==> src/rtl/cpu7_ifu_pkg.sv <==
// Shared IFU types and widths used by the instruction buffer and its storage.
package cpu7_ifu_pkg;

    localparam int IFU_PC_W      = 32;
    localparam int IFU_INST_W    = 32;
    localparam int IFU_EXCCODE_W = 6;
    localparam int IFU_ENTRY_W   = 1 + IFU_EXCCODE_W + IFU_PC_W + IFU_INST_W;

    // Packed layout {ex, exccode, pc, inst}, 71 bits.
    typedef struct packed {
        logic                     ex;
        logic [IFU_EXCCODE_W-1:0] exccode;
        logic [IFU_PC_W-1:0]      pc;
        logic [IFU_INST_W-1:0]    inst;
    } ibuf_entry_t;

endpackage

==> src/rtl/cpu7_ifu_ibuf_store.sv <==
// Instruction buffer storage: DEPTH entries, one write port, asynchronous read.
// Only entry 0 is cleared on reset so the empty head reads back as zero.
module cpu7_ifu_ibuf_store
    import cpu7_ifu_pkg::*;
#(
    parameter  int DEPTH = 4,
    localparam int PTR_W = $clog2(DEPTH)
) (
    input  logic                   clock,
    input  logic                   reset,
    input  logic                   wr_en,
    input  logic [PTR_W-1:0]       wr_ptr,
    input  logic [IFU_ENTRY_W-1:0] wdata,
    input  logic [PTR_W-1:0]       rd_ptr,
    output logic [IFU_ENTRY_W-1:0] rdata
);

    logic [IFU_ENTRY_W-1:0] mem_q [DEPTH];
    logic [IFU_ENTRY_W-1:0] mem_d [DEPTH];

    always_comb begin
        mem_d = mem_q;
        if (wr_en) begin
            mem_d[wr_ptr] = wdata;
        end
    end

    always_ff @(posedge clock) begin
        mem_q <= mem_d;
        if (reset) begin
            mem_q[0] <= '0;
        end
    end

    assign rdata = mem_q[rd_ptr];

endmodule

==> src/rtl/cpu7_ifu_ibuf.sv <==
// Fetch-to-decode instruction buffer: in-order FIFO with flush and exception hold.
// Optional same-cycle bypass of an empty buffer: define CPU7_IFU_IBUF_BYPASS_EN.
module cpu7_ifu_ibuf
    import cpu7_ifu_pkg::*;
#(
    parameter  int DEPTH = 4,
    localparam int PTR_W = $clog2(DEPTH)
) (
    input  logic                     clock,
    input  logic                     reset,
    input  logic                     flush,
    input  logic                     in_valid,
    input  logic [IFU_PC_W-1:0]      in_pc,
    input  logic [IFU_INST_W-1:0]    in_inst,
    input  logic                     in_ex,
    input  logic [IFU_EXCCODE_W-1:0] in_exccode,
    output logic                     in_allow,
    output logic                     out_valid,
    output logic [IFU_PC_W-1:0]      out_pc,
    output logic [IFU_INST_W-1:0]    out_inst,
    output logic                     out_ex,
    output logic [IFU_EXCCODE_W-1:0] out_exccode,
    input  logic                     out_allow,
    output logic [PTR_W:0]           count
);

    localparam logic [PTR_W:0]   FULL_CNT = (PTR_W+1)'(DEPTH);
    localparam logic [PTR_W:0]   CNT_ONE  = (PTR_W+1)'(1);
    localparam logic [PTR_W-1:0] PTR_ONE  = PTR_W'(1);

    logic [PTR_W:0]         count_q, count_d;
    logic [PTR_W-1:0]       rd_ptr_q, rd_ptr_d;
    logic [PTR_W-1:0]       wr_ptr_q, wr_ptr_d;
    logic                   ex_hold_q, ex_hold_d;

    ibuf_entry_t            in_entry, store_entry, head_entry;
    logic [IFU_ENTRY_W-1:0] store_rdata;
    logic                   push, pop, bypass, bypass_take;
    logic                   wr_adv, rd_adv, wr_en;

    always_comb begin
        in_entry    = '{ex: in_ex, exccode: in_exccode, pc: in_pc, inst: in_inst};
        store_entry = ibuf_entry_t'(store_rdata);

        // Depends on registered state only, so a full buffer refuses even while popping.
        in_allow = (count_q != FULL_CNT) && !ex_hold_q;
        push     = in_valid && in_allow && !flush;
`ifdef CPU7_IFU_IBUF_BYPASS_EN
        bypass   = push && (count_q == '0);
`else
        bypass   = 1'b0;
`endif
        out_valid   = (count_q != '0) || bypass;
        head_entry  = bypass ? in_entry : store_entry;
        pop         = out_valid && out_allow && !flush;
        bypass_take = bypass && out_allow;

        // A bypassed beat consumed by decode never touches storage or pointers.
        wr_adv = push && !bypass_take;
        rd_adv = pop && !bypass_take;
        wr_en  = wr_adv && !reset;

        out_pc      = head_entry.pc;
        out_inst    = head_entry.inst;
        out_ex      = head_entry.ex;
        out_exccode = head_entry.exccode;
        count       = count_q;
    end

    always_comb begin
        count_d   = count_q;
        rd_ptr_d  = rd_ptr_q;
        wr_ptr_d  = wr_ptr_q;
        ex_hold_d = ex_hold_q || (push && in_ex);

        if (wr_adv) begin
            wr_ptr_d = wr_ptr_q + PTR_ONE;
        end
        if (rd_adv) begin
            rd_ptr_d = rd_ptr_q + PTR_ONE;
        end
        case ({wr_adv, rd_adv})
            2'b10:   count_d = count_q + CNT_ONE;
            2'b01:   count_d = count_q - CNT_ONE;
            default: count_d = count_q;
        endcase

        if (flush) begin
            count_d   = '0;
            rd_ptr_d  = '0;
            wr_ptr_d  = '0;
            ex_hold_d = 1'b0;
        end
    end

    always_ff @(posedge clock) begin
        if (reset) begin
            count_q   <= '0;
            rd_ptr_q  <= '0;
            wr_ptr_q  <= '0;
            ex_hold_q <= 1'b0;
        end else begin
            count_q   <= count_d;
            rd_ptr_q  <= rd_ptr_d;
            wr_ptr_q  <= wr_ptr_d;
            ex_hold_q <= ex_hold_d;
        end
    end

    cpu7_ifu_ibuf_store #(
        .DEPTH (DEPTH)
    ) u_store (
        .clock  (clock),
        .reset  (reset),
        .wr_en  (wr_en),
        .wr_ptr (wr_ptr_q),
        .wdata  (in_entry),
        .rd_ptr (rd_ptr_q),
        .rdata  (store_rdata)
    );

endmodule

==> config.mk <==
export PLATFORM = sky130hd
export DESIGN_NAME = cpu7_ifu_ibuf
export DESIGN_NICKNAME = d
export VERILOG_FILES = /design/src/rtl/cpu7_ifu_pkg.sv /design/src/rtl/cpu7_ifu_ibuf_store.sv /design/src/rtl/cpu7_ifu_ibuf.sv
export SDC_FILE = /design/constraint.sdc
export NUM_CORES = 1
export LEC_CHECK = 0
export ABC_AREA = 0
export ABC_CLOCK_PERIOD_IN_PS = 16500
export CELL_PAD_IN_SITES_DETAIL_PLACEMENT = 0
export CELL_PAD_IN_SITES_GLOBAL_PLACEMENT = 1
export CORE_MARGIN = 5
export CORE_UTILIZATION = 51
export DETAILED_ROUTE_END_ITERATION = 10
export PLACE_DENSITY = 0.9
export RECOVER_POWER = 25
export SLEW_MARGIN = 30
export SYNTH_ARGS = -nofsm -noshare
export SYNTH_HDL_FRONTEND = slang
export SYNTH_HIERARCHICAL = 1
export SYNTH_SLANG_ARGS = --single-unit
==> constraint.sdc <==
create_clock -name clock -period 16.5 [get_ports clock]
set_input_delay 3.3 -clock clock [delete_from_list [all_inputs] [get_ports clock]]
set_output_delay 3.3 -clock clock [all_outputs]
set_load 0.02 [all_outputs]
Word-level counts from Yosys, hierarchy flattened:

Index checks and enable logic that the tools add are counted.

* register bits: 292
* input port bits: 76
* output and inout bits: 76

* add/subtract/negate cells: 4
* magnitude comparators: 3
* equality and inequality tests: 3
* mux-type cells: 7
* bitwise gates (word level): 2
* reductions and logical operators: 15

Operators with widths (number)
* $bwmux 284: 1
* $mux 71: 3
* $bmux 71 s2: 1
* $demux 71 s2: 1
* $logic_and 1x1->1: 8
* $ge 3x3->1 const B: 2
* $not 2->3: 2
* $pmux 3 s2: 1
* $add 2x1->2 const B: 2
* $add 3x1->3 const B: 1
* $logic_not 1->1: 3
* $lt 3x1->1 const B: 1
* $ne 3x3->1 const B: 1
* $reduce_bool 3->1: 1
* $sub 3x1->3 const B: 1
* $eq 2x1->1 const B: 1
* $eq 2x2->1 const B: 1
* $reduce_bool 2->1: 1
* $reduce_or 2->1: 1
* $logic_or 1x1->1: 1

Logic depth before layout (Yosys ltp):

* depth after elaboration: 6
* gate-level depth with buffers: 8

Cells and area by module:

Netlist, hierarchy kept.

Modules (own cells, without submodules)
* cpu7_ifu_ibuf_store: times used 1, cells an instance 612, area an instance 11383.4 sq um
* cpu7_ifu_ibuf: times used 1, cells an instance 51, area an instance 434.2 sq um

Worst setup path before layout:

Ideal clock, no wire load.

* path kind: input -> register
* from: in flush
* to: reg u_store/mem_q[100] (netlist name) (enable)
* data arrival time: 6.997 ns
* data required time: 16.000 ns
* slack: 9.003 ns
* stages on the path: 5
* path through: or2_2 > buf_4 > nor3_1 > nand2_1 > nor2_1

* cells in the longest elaborated chain, start to end: 3

Ends and longest elaborated chain
* start, declared: line cpu7_ifu_ibuf.sv:11 `input logic flush,`
* $logic_not 1->1: line cpu7_ifu_ibuf.sv:47 `push = in_valid && in_allow && !flush;`
* $logic_and 1x1->1: line cpu7_ifu_ibuf.sv:47
* $logic_and 1x1->1: line cpu7_ifu_ibuf.sv:61 `wr_en = wr_adv && !reset;`
* via wr_en: line cpu7_ifu_ibuf.sv:39 `logic wr_adv, rd_adv, wr_en;`
* end signal, assigned: line cpu7_ifu_ibuf_store.sv:29 `mem_q <= mem_d;`
* end, declared: line cpu7_ifu_ibuf_store.sv:18 `logic [IFU_ENTRY_W-1:0] mem_q [DEPTH];`

The timed path passes the listed nets, and every way through them passes these cells.
A chain may end at the register's enable or synchronous reset.

Worst setup path in the final report:

* from: reg rd_ptr_q[0]
* to: out out_pc[27]

* cells in the longest elaborated chain, start to end: 4

Ends and longest elaborated chain
* start, declared: line cpu7_ifu_ibuf.sv:32 `logic [PTR_W-1:0] rd_ptr_q, rd_ptr_d;`
* start signal, assigned: line cpu7_ifu_ibuf.sv:104 `rd_ptr_q <= rd_ptr_d;`
* $not 2->3 (not written as such): line cpu7_ifu_ibuf_store.sv:35 `assign rdata = mem_q[rd_ptr];`
* $bmux 71 s2: line cpu7_ifu_ibuf_store.sv:35
* $mux 71 (not written as such) (2 in a row): line cpu7_ifu_ibuf_store.sv:35
* end, declared: line cpu7_ifu_ibuf.sv:19 `output logic [IFU_PC_W-1:0] out_pc,`

No other way between the ends. The select of a mux whose other input is x is not followed.

==> flow_results.org <==
** Critical path
- Critical-path cell list :: buf_4 -> mux4_1 -> clkdlybuf4s50_1
- For this run, the slowest stage of the critical path takes 0.86 ns.
- The worst setup path is of the register to output pin kind.
- End of the worst register-to-register path :: u_store/mem_q[222]$_SDFFE_PP0P_
- Following the worst setup path forward leads to its endpoint at out_pc[27].
- Critical Path Stages :: 3
- The most critical setup path has its startpoint at rd_ptr_q[0]$_SDFFE_PP0P_.
- Number of cell instances on the worst register-to-register path :: 6
- Startpoint of the most critical register-to-register path :: count[0]$_SDFFE_PP0P_
- Crit path arrival time :: 3.39 ns
- The worst setup path is launched from a register.
- Among all stages on the critical path, the largest delay is contributed by dfxtp_4.
- STA classifies the critical path endpoint as an output pin.
- Worst path required time :: 13.20 ns
- CP bufs+invs :: 2
- Top cell family by delay on the critical path :: buffers and inverters
- CP max FO :: 40
- R2r setup slk :: 13.50 ns

** Yosys
- Synthesized net count :: 741
- Post-synthesis sequential area ratio :: 67.5%
- In this run, distinct cell masters in the synthesized netlist total 36.
- Netlist Area Pre-Place :: 0.0118 mm²
- Number of warnings reported in the yosys synthesis log :: 6
- Area contributors post-synth :: edfxtp_1, dfxtp_1, mux4_2
- Synthesis handed over a netlist of 663 instances.
- Syn_area_per_cell :: 17.8 µm²
- FF+latch count, synth :: 292
- Among all flip-flop cells after synthesis, the most frequent one is edfxtp_1.
- Area leader, netlist :: edfxtp_1
- Top cells by count, synth :: edfxtp_1, nand2b_1, dfxtp_1, mux2i_1, mux4_2
- By instance count, the leading cell after synthesis is edfxtp_1.
- Proportion of synthesized flip-flops having asynchronous set or reset :: 0%
- Post-synth EDFFs :: 213
- The share of synthesized area in the top cell type comes to 54.1%.

** Route
- After detailed routing, the number of remaining DRC violations is 0.
- Remaining antenna violation count after routing :: 0
- Dividing the detail-routed wire length by the instance count gives 21.4 µm.
- Via count :: 6,196
- Number of DRC markers in iteration 0 :: 489
- Routed WL :: 24.1 mm
- Dividing the detail-routed via count by the number of cells gives 5.51.
- Pre-Repair DR Iteration Count :: 5

** Clock tree
- Clk_lat worst skew :: 0.54 ns
- The number of clock buffers added by TritonCTS is 29.
- Bufs on Longest Clock Path :: 3
- The number of setup buffers added after CTS is 0.
- CTS clk-pin slew, worst paths :: 0.06 ns
- PostCTS Resize Cnt :: 0
- Clock tree from TritonCTS :: done
- Sinks on the clock net :: 292
- The root buffer cell chosen for the clock tree is clkbuf_16.
- For this design, the CTS-stage hold fixing added 0 buffers.
- CTS built an H-tree with a depth of 1.

** Finish
- Total Nets Final :: 892
- Total non-filler cell area in the finished layout :: 0.0146 mm²
- Fraction of layout instances using a drive strength above 1 :: 16.6%
- Number of inserted filler cells in the final layout :: 1,538
- Relative to the synthesized area, the layout overhead comes to 23.3%.
- The count of cells in the finished layout, fillers not included, comes to 1,124.

** Placement
- In this run the tool buffered the top-level ports with 151 buffer cells.
- Summed over all nets, the half-perimeter wirelength after detailed placement is 14.7 mm.
- Placer Congestion :: 0.760
- Post-placement setup slack :: 10.0 ns
- Summing all placed instances gives a cell area of 0.0135 mm².
- Counting tap cells, the placed design contains a total of 1,068 instances.

** Hold path
- The worst hold path passes through 2 cells.
- The path class of the tightest hold or removal check is register to register.

** STA
- Setup violations remaining at the end of the flow were counted as 0.
- Headroom to the max-slew limit came out at 40.1%.
- The final-report hold violation count is 0.
- Hold timing on the final database bottoms out at a slack of 0.475 ns.
- Setup repair after global routing left no endpoint under its margin.
- Once routing completed, OpenROAD measured the worst setup slack at 9.81 ns.
- Portion of the clock cycle consumed by the worst path in the final layout :: 40.6%
- On the final layout, the worst clock skew is 0.0207 ns.
- The worst path needs 6.69 ns of the cycle, external delays included.
- At the pin with the least slew margin, the transition time is 0.899 ns.
- Maximum operating frequency :: 149 MHz
- The number of max-slew violations in the final report is 0.
- Sum Neg Setup Slack :: 0 ns

** Pwr
- Power density normalized to cell area :: 110 mW/mm²
- The worst-case IR drop observed on VDD is 0.0845 mV.
- Leakage :: 4.72 nW

** Outcome
- Status :: finished, final reports clean

** Global routing
- The first global-routing pass estimated 38.5 mm of wire.
- Largest net degree at the start of global routing :: 143
- Initial antenna violation count :: 5
- Total GRT Usage :: 18.4%
- After global routing the overflow that remains totals 0.
- The via count of the first global-routing pass is 6,925.

** Floorplan
- From bottom edge to top edge, the die measures 162 µm.
- The floorplan step defined a core boundary enclosing 0.0227 mm².
- Die Area :: 0.0263 mm²
- Horizontal extent of the die :: 162 µm
- Starting Density :: 52.0%
- Row Count :: 55
- During I/O placement, the number of pins put on the boundary was 152.

** Flow run
- The tool flagged a number of max-cap violations equal to 0.
## power breakdown
group / internal (W) / switching (W)
clock network: 0.000452 / 0.000271
registers: 0.000793 / 0.00000469
logic: 0.0000456 / 0.0000412
total: 0.00129 / 0.000317
## cells by family (layout without fill, tap and decap cells)
| kind of cell | after synthesis | count (layout) | share of synthesized area (%) |
|---|---|---|---|
| other cells | 0 | 2 | 0 |
| simple gates | 169 | 169 | 8.80 |
| mux | 142 | 142 | 19.6 |
| buf+inv | 44 | 218 | 3.02 |
| fa+ha+maj | 2 | 2 | 0.275 |
| compound gates | 11 | 11 | 0.604 |
| xor+xnor | 3 | 3 | 0.222 |
| flops | 292 | 292 | 67.5 |
## worst reg2reg max path, delay by kind of cell (launching register included)
| family | cells | cell delay, ns |
|---|---|---|
| buf+inv | 2 | 1.27 |
| simple gates | 3 | 0.81 |
| flops | 1 | 0.52 |
| mux | 1 | 0.30 |
## cell usage in the layout, fill, tap and decap left out, types with 4 or more instances in the layout
cell             instances
edfxtp_1               213
nand2b_1               143
clkdlybuf4s50_1        101
dfxtp_1                 77
mux2i_1                 71
mux4_2                  70
dlygate4sd3_1           49
clkbuf_16               29
nor2_1                   8
bufinv_16                8
clkinv_2                 5
buf_4                    5
inv_1                    4
a21oi_1                  4
clkinv_1                 4
## worst min path at each step
stage                     slack [ns]                             from                         endpoint
after detailed placement        0.46  u_store/mem_q[231]$_SDFFE_PP0P_  u_store/mem_q[231]$_SDFFE_PP0P_
after CTS                       0.48  u_store/mem_q[231]$_SDFFE_PP0P_  u_store/mem_q[231]$_SDFFE_PP0P_
after floorplan                 0.44  u_store/mem_q[272]$_SDFFE_PP0P_  u_store/mem_q[272]$_SDFFE_PP0P_
after global placement          0.46  u_store/mem_q[241]$_SDFFE_PP0P_  u_store/mem_q[241]$_SDFFE_PP0P_
after global routing            0.49  u_store/mem_q[231]$_SDFFE_PP0P_  u_store/mem_q[231]$_SDFFE_PP0P_
final                           0.47  u_store/mem_q[231]$_SDFFE_PP0P_  u_store/mem_q[231]$_SDFFE_PP0P_
## registers in the layout, indices dropped and copies added, names as in the netlist
name,count
ex_hold_q,1
count,3
wr_ptr_q,2
rd_ptr_q,2
u_store/mem_q,284
## layer usage
metal  global-route usage (%)  vias up  share of wire (%)
met4                     4.04        6                2.0
met2                     32.7      167                 53
met5                        0        -               0.14
met1                     23.5     3150                 39
met3                     3.86       44                5.2
li1                         -     2829                  -
## through the flow
stage | power, W | util (%)
finish | 0.00161 | 64.2
CTS | 0.00163 | 64.1
detailed placement | 0.000904 | 59.4
global route | 0.00166 | 64.2
floorplan | 0.000857 | -
global placement | 0.000900 | 59.1
## cell type report
cell class                 instances  area [µm²]  share of cell area (%)
sequential                       292        7990                    54.8
multi-input combinational        327        3500                    24.1
timing repair buffer             160        1630                    11.2
clock buffer                      31         743                    5.10
tap                              285         357                    2.45
clock inverter                    23         330                    2.27
inverter                           4        15.0                   0.103
antenna                            2        5.00                  0.0344
(Power assumes the default switching activity.)
